[src/rtl/seq_frame_tx.sv]
// seq_frame_tx: serial frame transmitter sending SYNC_WORD, an MSB-first payload and an idle gap.
// Define SEQ_FRAME_TX_PARITY_EN to append an even-parity bit after the payload.
module seq_frame_tx #(
    parameter logic [4:0] SYNC_WORD = 5'b11011,
    parameter int          DATA_W    = 8,
    parameter int          IDLE_GAP  = 2
) (
    input  logic              clk,
    input  logic              reset,
    input  logic [DATA_W-1:0] data_in,
    input  logic              data_valid,
    output logic              data_ready,
    output logic              dout,
    output logic              dout_en,
    output logic              frame_start,
    output logic              frame_done
);

    localparam int MAX_LEN = (DATA_W > 5) ? DATA_W : 5;
    localparam int CNT_W   = $clog2(MAX_LEN + 1);

    localparam logic [CNT_W-1:0] CNT_ONE   = CNT_W'(1);
    localparam logic [CNT_W-1:0] SYNC_LAST = CNT_W'(4);
    localparam logic [CNT_W-1:0] DATA_LAST = CNT_W'(DATA_W - 1);
    localparam logic [3:0]       GAP_LAST  = 4'(IDLE_GAP - 1);

`ifdef SEQ_FRAME_TX_PARITY_EN
    typedef enum logic [2:0] {
        IDLE,
        SYNC,
        DATA,
        PAR,
        GAP
    } state_t;
`else
    typedef enum logic [2:0] {
        IDLE,
        SYNC,
        DATA,
        GAP
    } state_t;
`endif

    state_t            state_q, state_d;
    logic [CNT_W-1:0]  bit_cnt_q, bit_cnt_d;
    logic [3:0]        gap_cnt_q, gap_cnt_d;
    logic [DATA_W-1:0] shift_q, shift_d;
    logic              data_ready_q, data_ready_d;
    logic              dout_q, dout_d;
    logic              dout_en_q, dout_en_d;
    logic              frame_start_q, frame_start_d;
    logic              frame_done_q, frame_done_d;
    logic [2:0]        sync_idx;
`ifdef SEQ_FRAME_TX_PARITY_EN
    logic              parity_q, parity_d;
`endif

    always_ff @(posedge clk) begin
        if (reset) begin
            state_q       <= IDLE;
            bit_cnt_q     <= '0;
            gap_cnt_q     <= '0;
            shift_q       <= '0;
            data_ready_q  <= 1'b0;
            dout_q        <= 1'b0;
            dout_en_q     <= 1'b0;
            frame_start_q <= 1'b0;
            frame_done_q  <= 1'b0;
`ifdef SEQ_FRAME_TX_PARITY_EN
            parity_q      <= 1'b0;
`endif
        end else begin
            state_q       <= state_d;
            bit_cnt_q     <= bit_cnt_d;
            gap_cnt_q     <= gap_cnt_d;
            shift_q       <= shift_d;
            data_ready_q  <= data_ready_d;
            dout_q        <= dout_d;
            dout_en_q     <= dout_en_d;
            frame_start_q <= frame_start_d;
            frame_done_q  <= frame_done_d;
`ifdef SEQ_FRAME_TX_PARITY_EN
            parity_q      <= parity_d;
`endif
        end
    end

    always_comb begin
        state_d   = state_q;
        bit_cnt_d = bit_cnt_q;
        gap_cnt_d = gap_cnt_q;
        shift_d   = shift_q;
`ifdef SEQ_FRAME_TX_PARITY_EN
        parity_d  = parity_q;
`endif
        case (state_q)
            IDLE: begin
                if (data_valid && data_ready_q) begin
                    state_d   = SYNC;
                    bit_cnt_d = '0;
                    shift_d   = data_in;
`ifdef SEQ_FRAME_TX_PARITY_EN
                    parity_d  = ^data_in;
`endif
                end
            end
            SYNC: begin
                if (bit_cnt_q == SYNC_LAST) begin
                    state_d   = DATA;
                    bit_cnt_d = '0;
                end else begin
                    bit_cnt_d = bit_cnt_q + CNT_ONE;
                end
            end
            DATA: begin
                if (bit_cnt_q == DATA_LAST) begin
                    bit_cnt_d = '0;
                    gap_cnt_d = '0;
`ifdef SEQ_FRAME_TX_PARITY_EN
                    state_d   = PAR;
`else
                    if (IDLE_GAP == 0) begin
                        state_d = IDLE;
                    end else begin
                        state_d = GAP;
                    end
`endif
                end else begin
                    bit_cnt_d = bit_cnt_q + CNT_ONE;
                    shift_d   = shift_q << 1;
                end
            end
`ifdef SEQ_FRAME_TX_PARITY_EN
            PAR: begin
                gap_cnt_d = '0;
                if (IDLE_GAP == 0) begin
                    state_d = IDLE;
                end else begin
                    state_d = GAP;
                end
            end
`endif
            GAP: begin
                if (gap_cnt_q == GAP_LAST) begin
                    state_d   = IDLE;
                    gap_cnt_d = '0;
                end else begin
                    gap_cnt_d = gap_cnt_q + 4'd1;
                end
            end
            default: begin
                state_d = IDLE;
            end
        endcase
    end

    // Outputs are decoded from the next state so every output is a plain flop.
    always_comb begin
        sync_idx      = 3'd4 - 3'(bit_cnt_d);
        data_ready_d  = (state_d == IDLE);
        dout_d        = 1'b0;
        dout_en_d     = 1'b0;
        frame_start_d = 1'b0;
        frame_done_d  = 1'b0;
        case (state_d)
            SYNC: begin
                dout_d        = SYNC_WORD[sync_idx];
                dout_en_d     = 1'b1;
                frame_start_d = (bit_cnt_d == '0);
            end
            DATA: begin
                dout_d    = shift_d[DATA_W-1];
                dout_en_d = 1'b1;
`ifndef SEQ_FRAME_TX_PARITY_EN
                frame_done_d = (bit_cnt_d == DATA_LAST);
`endif
            end
`ifdef SEQ_FRAME_TX_PARITY_EN
            PAR: begin
                dout_d       = parity_d;
                dout_en_d    = 1'b1;
                frame_done_d = 1'b1;
            end
`endif
            default: begin
            end
        endcase
    end

    assign data_ready  = data_ready_q;
    assign dout        = dout_q;
    assign dout_en     = dout_en_q;
    assign frame_start = frame_start_q;
    assign frame_done  = frame_done_q;

endmodule

[config.mk]
export PLATFORM = sky130hd
export DESIGN_NAME = seq_frame_tx
export DESIGN_NICKNAME = d
export VERILOG_FILES = /design/src/rtl/seq_frame_tx.sv
export SDC_FILE = /design/constraint.sdc
export NUM_CORES = 1
export LEC_CHECK = 0
export CORE_UTILIZATION = 44
export DETAILED_ROUTE_END_ITERATION = 10
export MAX_ROUTING_LAYER = met4
export PLACE_DENSITY_LB_ADDON = 0.25
export SYNTH_ARGS = -nofsm -noshare
export SYNTH_HDL_FRONTEND = slang
export SYNTH_SLANG_ARGS = --single-unit
[constraint.sdc]
create_clock -name clk -period 2.01 [get_ports clk]
set_input_delay 0.402 -clock clk [delete_from_list [all_inputs] [get_ports clk]]
set_output_delay 0.402 -clock clk [all_outputs]
set_load 0.01 [all_outputs]
==> metrics.md <==
| Metric | Value |
|---|---|
| Placed instance area | `1420 sq um` |
| Maxcap violations | `0` |
| IO Pins | `16` |
| Seq pwr share | `between 50% and 60%` |
| Largest net degree at the start of global routing | `15` |
| CTS tree | `done` |
| DRT Wirelength | `about 2400 um` |
| I/O Buffers | `15` |
| Final hold vios | `0` |
| Fin nets | `173` |
| Initial antenna violation count | `0` |
| Status | `completed` |
| Post-layout min period | `1.88 ns` |
| Global-route wire length before repair | `4040 um` |
| Leakage | `0.560 nW` |
| Final Slew Violations | `0` |
| Via Count | `around 1k` |
| Worst Tran Pin Value | `~0.53 ns` |
| Critical path fanouts, max | `3` |
| DIE AREA | `about 3000 sq um` |
| Worst VDD drop | `0.410 mV` |
| GP Congestion | `0.823` |
| Die X | `54.2 um` |
| Final instance area | `1480 sq um` |
| Core Area | `2520 sq um` |
| H-tree levels | `1` |
| Post-route ant nets | `0` |
| Routed len/inst | `between 10 and 15 um` |
| Clk network pwr share | `between 30% and 40%` |
| Fin cells | `between 150 and 200` |
| Post-CTS Setup Bufs | `0` |
| Sequential share of the synthesized area | `40.1%` |
| Diode count | `0` |
| P&R area growth vs syn | `23.3%` |
| Slew headroom | `64.3%` |
| Share of cells above drive strength 1 | `between 10% and 20%` |
| Slowest stage cell, crit path | `or4b_4` |
| Critical path startpoint | `bit_cnt_q[0]$_SDFF_PP0_` |
| Detail Placement HPWL | `approximately 1900 um` |
| Req. time, crit path | `approximately 2.2 ns` |
| Psw | `approximately 190 uW` |
| Clock Tree Buf Depth | `2` |
| Crit start category | `flip-flop` |
| Pre-antenna DRT Iters | `4` |
| Post-Syn Nets | `between 100 and 150` |
| Clock Tree Root | `clkbuf_4` |
| CTS clk-pin slew, worst paths | `roughly 0.13 ns` |
| Synth warn | `0` |
| Vias in the first global route | `approximately 950` |
| Internal | `~740 uW` |
| Crit path largest cell delay | `roughly 0.5 ns` |
| HP Class | `flip-flop to flip-flop` |
| Worst reg-to-reg path cell count | `7` |
| Hold path cells | `2` |
| DRT iter0 DRCs | `22` |
| Starting density of the core | `47.5%` |
| Final period util | `between 90 and 100%` |
| Worst-path cell chain | `buf_4 > inv_1 > ha_2 > nand3b_1 > a211oi_4 > or4b_4 > nor4_2` |
| Crit. End Element | `flip-flop` |
| Distinct cells, synth | `41` |
| Logic gate share of total power | `under 10%` |
| Rows | `18` |
| Reg2reg start | `bit_cnt_q[0]$_SDFF_PP0_` |
| Worst Min Path Start | `shift_q[4]$_SDFFE_PP0P_` |
| Pwr dens | `628 nW/um^2` |
| Yosys reg bits | `24` |
| Gate Count Post-Synth | `134` |
| Total clock sinks | `24` |
| GRT Residual Overflow | `0` |
| R2r setup slk | `0.13 ns` |
| Sw Ratio | `between 20% and 30%` |
| Vias per cell | `~5.5` |
| Num CTS Buffers | `3` |
| Die Y | `roughly 54 um` |
| Clk_lat worst skew | `~0.31 ns` |
| Synthesized area | `between 1000 and 1500 sq um` |
| CP Class | `flip-flop to flip-flop` |
| Placed insts | `183` |
| RSZ-0062 raised after global routing | `false` |
| Final setup violation count | `0` |
| CP arrival | `2.11 ns` |
| Avg Cell Area, Syn | `around 9 sq um` |
| Final Skew | `roughly 0.0065 ns` |
| GRT Total Usage | `19.5%` |
| Residual DRC | `0` |
| Max Fclk | `around 530 MHz` |
worst max-delay path, delay by kind of cell (launching register included):
| family | cells | cell delay [ns] |
|---|---|---|
| flip-flops | 1 | 0.35 |
| AND/OR/NAND/NOR | 3 | 0.78 |
| buffers and inverters | 2 | 0.19 |
| adder cells (fa/ha/maj) | 1 | 0.19 |
| AO/OA/AOI/OAI | 1 | 0.30 |
path summary, 6_finish.rpt:
kind                                   to
setup / recovery    frame_done$_SDFF_PP0_
hold reg to reg   shift_q[4]$_SDFFE_PP0P_
hold / removal    shift_q[4]$_SDFFE_PP0P_
setup reg to reg    frame_done$_SDFF_PP0_
cell type report:
cell class | instances | area (sq um)
Fill cell | 237 | 1040
Multi-Input combinational cell | 99 | 657
Sequential cell | 24 | 483
Timing Repair Buffer | 26 | 233
Tap cell | 30 | 37.5
Clock inverter | 1 | 30.0
Clock buffer | 3 | 22.5
Inverter | 4 | 15.0
cell usage in the layout, fill, tap and decap left out, types with 4 or more instances in the layout:
cell             Yosys  layout
dfxtp_1             24      22
o21ai_0              4       4
nand3b_1             4       4
a21oi_1             15      15
nand2b_1             4       4
nor2_1              13      13
nand2_1             11      11
buf_4                1      11
inv_1                4       4
a22oi_1              8       8
clkdlybuf4s50_1      0      15
flip-flops by register name, summed over array words and instances, names as in the netlist:
signal and cells:
shift_q 8, bit_cnt_q 4, dout_en 1, data_ready 1
dout 1, gap_cnt_q 4, state_q 3, frame_start 1
frame_done 1
cell usage after synthesis:
cell / count / area, sq um
ha_1: 4 / 50.1
nor3_2: 1 / 10.0
nand4b_1: 1 / 8.76
and3_1: 1 / 6.26
and3b_1: 1 / 8.76
nor3b_2: 2 / 25.0
a21oi_1: 15 / 75.1
and4b_1: 1 / 10.0
and2_1: 1 / 6.26
nor2b_1: 3 / 18.8
or4b_1: 1 / 10.0
nor2_1: 13 / 48.8
conb_1: 1 / 3.75
a22oi_1: 8 / 60.1
dfxtp_1: 24 / 480
nor4_1: 1 / 6.26
a32oi_1: 2 / 17.5
and3_4: 1 / 11.3
nor3_1: 2 / 10.0
nor4bb_1: 1 / 10.0
a211oi_1: 2 / 15.0
nand3_1: 2 / 10.0
inv_1: 4 / 15.0
buf_4: 1 / 7.51
nand2b_1: 4 / 25.0
nand3b_1: 4 / 30.0
a211oi_4: 1 / 20.0
and3_2: 1 / 7.51
clkbuf_1: 3 / 11.3
a31oi_1: 1 / 6.26
a221o_1: 1 / 10.0
nand2_1: 11 / 41.3
o2bb2ai_1: 1 / 8.76
o21ai_0: 4 / 20.0
o21ai_1: 1 / 5.00
mux2i_1: 1 / 10.0
a211o_1: 2 / 17.5
xor2_1: 1 / 8.76
nor4_2: 1 / 12.5
and2_0: 1 / 6.26
buf_6: 3 / 33.8
cells by family (layout without fill, tap and decap cells):
kind of cell	count (synthesis)	count (layout)	synth area share (%)
AO/OA/AOI/OAI	38	38	21.3
XOR/XNOR	1	1	0.731
adder cells (fa/ha/maj)	4	4	4.18
buffers and inverters	11	34	5.64
flip-flops	24	24	40.1
multiplexers	1	1	0.835
other	1	1	0.313
AND/OR/NAND/NOR	54	54	26.9
power by group through the flow:
stage / Combinational [mW] / Clock, mW / Sequential (mW)
2_1_floorplan: 0.0449 / 0 / 0.505
3_3_place_gp: 0.0833 / 0 / 0.506
3_5_place_dp: 0.0842 / 0 / 0.507
4_1_cts: 0.0845 / 0.351 / 0.497
5_1_grt: 0.0927 / 0.371 / 0.498
6_report: 0.0849 / 0.346 / 0.497
what timing repair did:
item,CTS,global route
setup endpoints to repair,0,1
gates resized for setup,0,4
hold endpoints to repair,0,0
hold buffers,0,0
per-layer routing:
metal  wire length, um  up-vias  share of wire (%)  GRT usage (%)
met2              1210       16                 49           32.7
met1              1170      479                 48           23.9
li1                  -      527                  -              -
met5                 0        -                  0              -
met4                10        0               0.41           6.41
met3                61        2                2.5           2.54
per-stage QoR:
step                      total power, mW  hold slack [ns]  utilization (%)  worst slack (ns)  setup TNS (ns)
after floorplan                     0.550            0.432                -             0.200               0
after global placement              0.590            0.447             56.2           -0.0136         -0.0136
after detailed placement            0.591            0.450             56.2           -0.0776         -0.0776
after CTS                           0.932            0.468             58.2            0.0387               0
after global routing                0.962            0.487             58.6            0.0445               0
final                               0.928            0.469             58.6             0.132               0
Note: power is estimated with default switching activity, not from simulation.
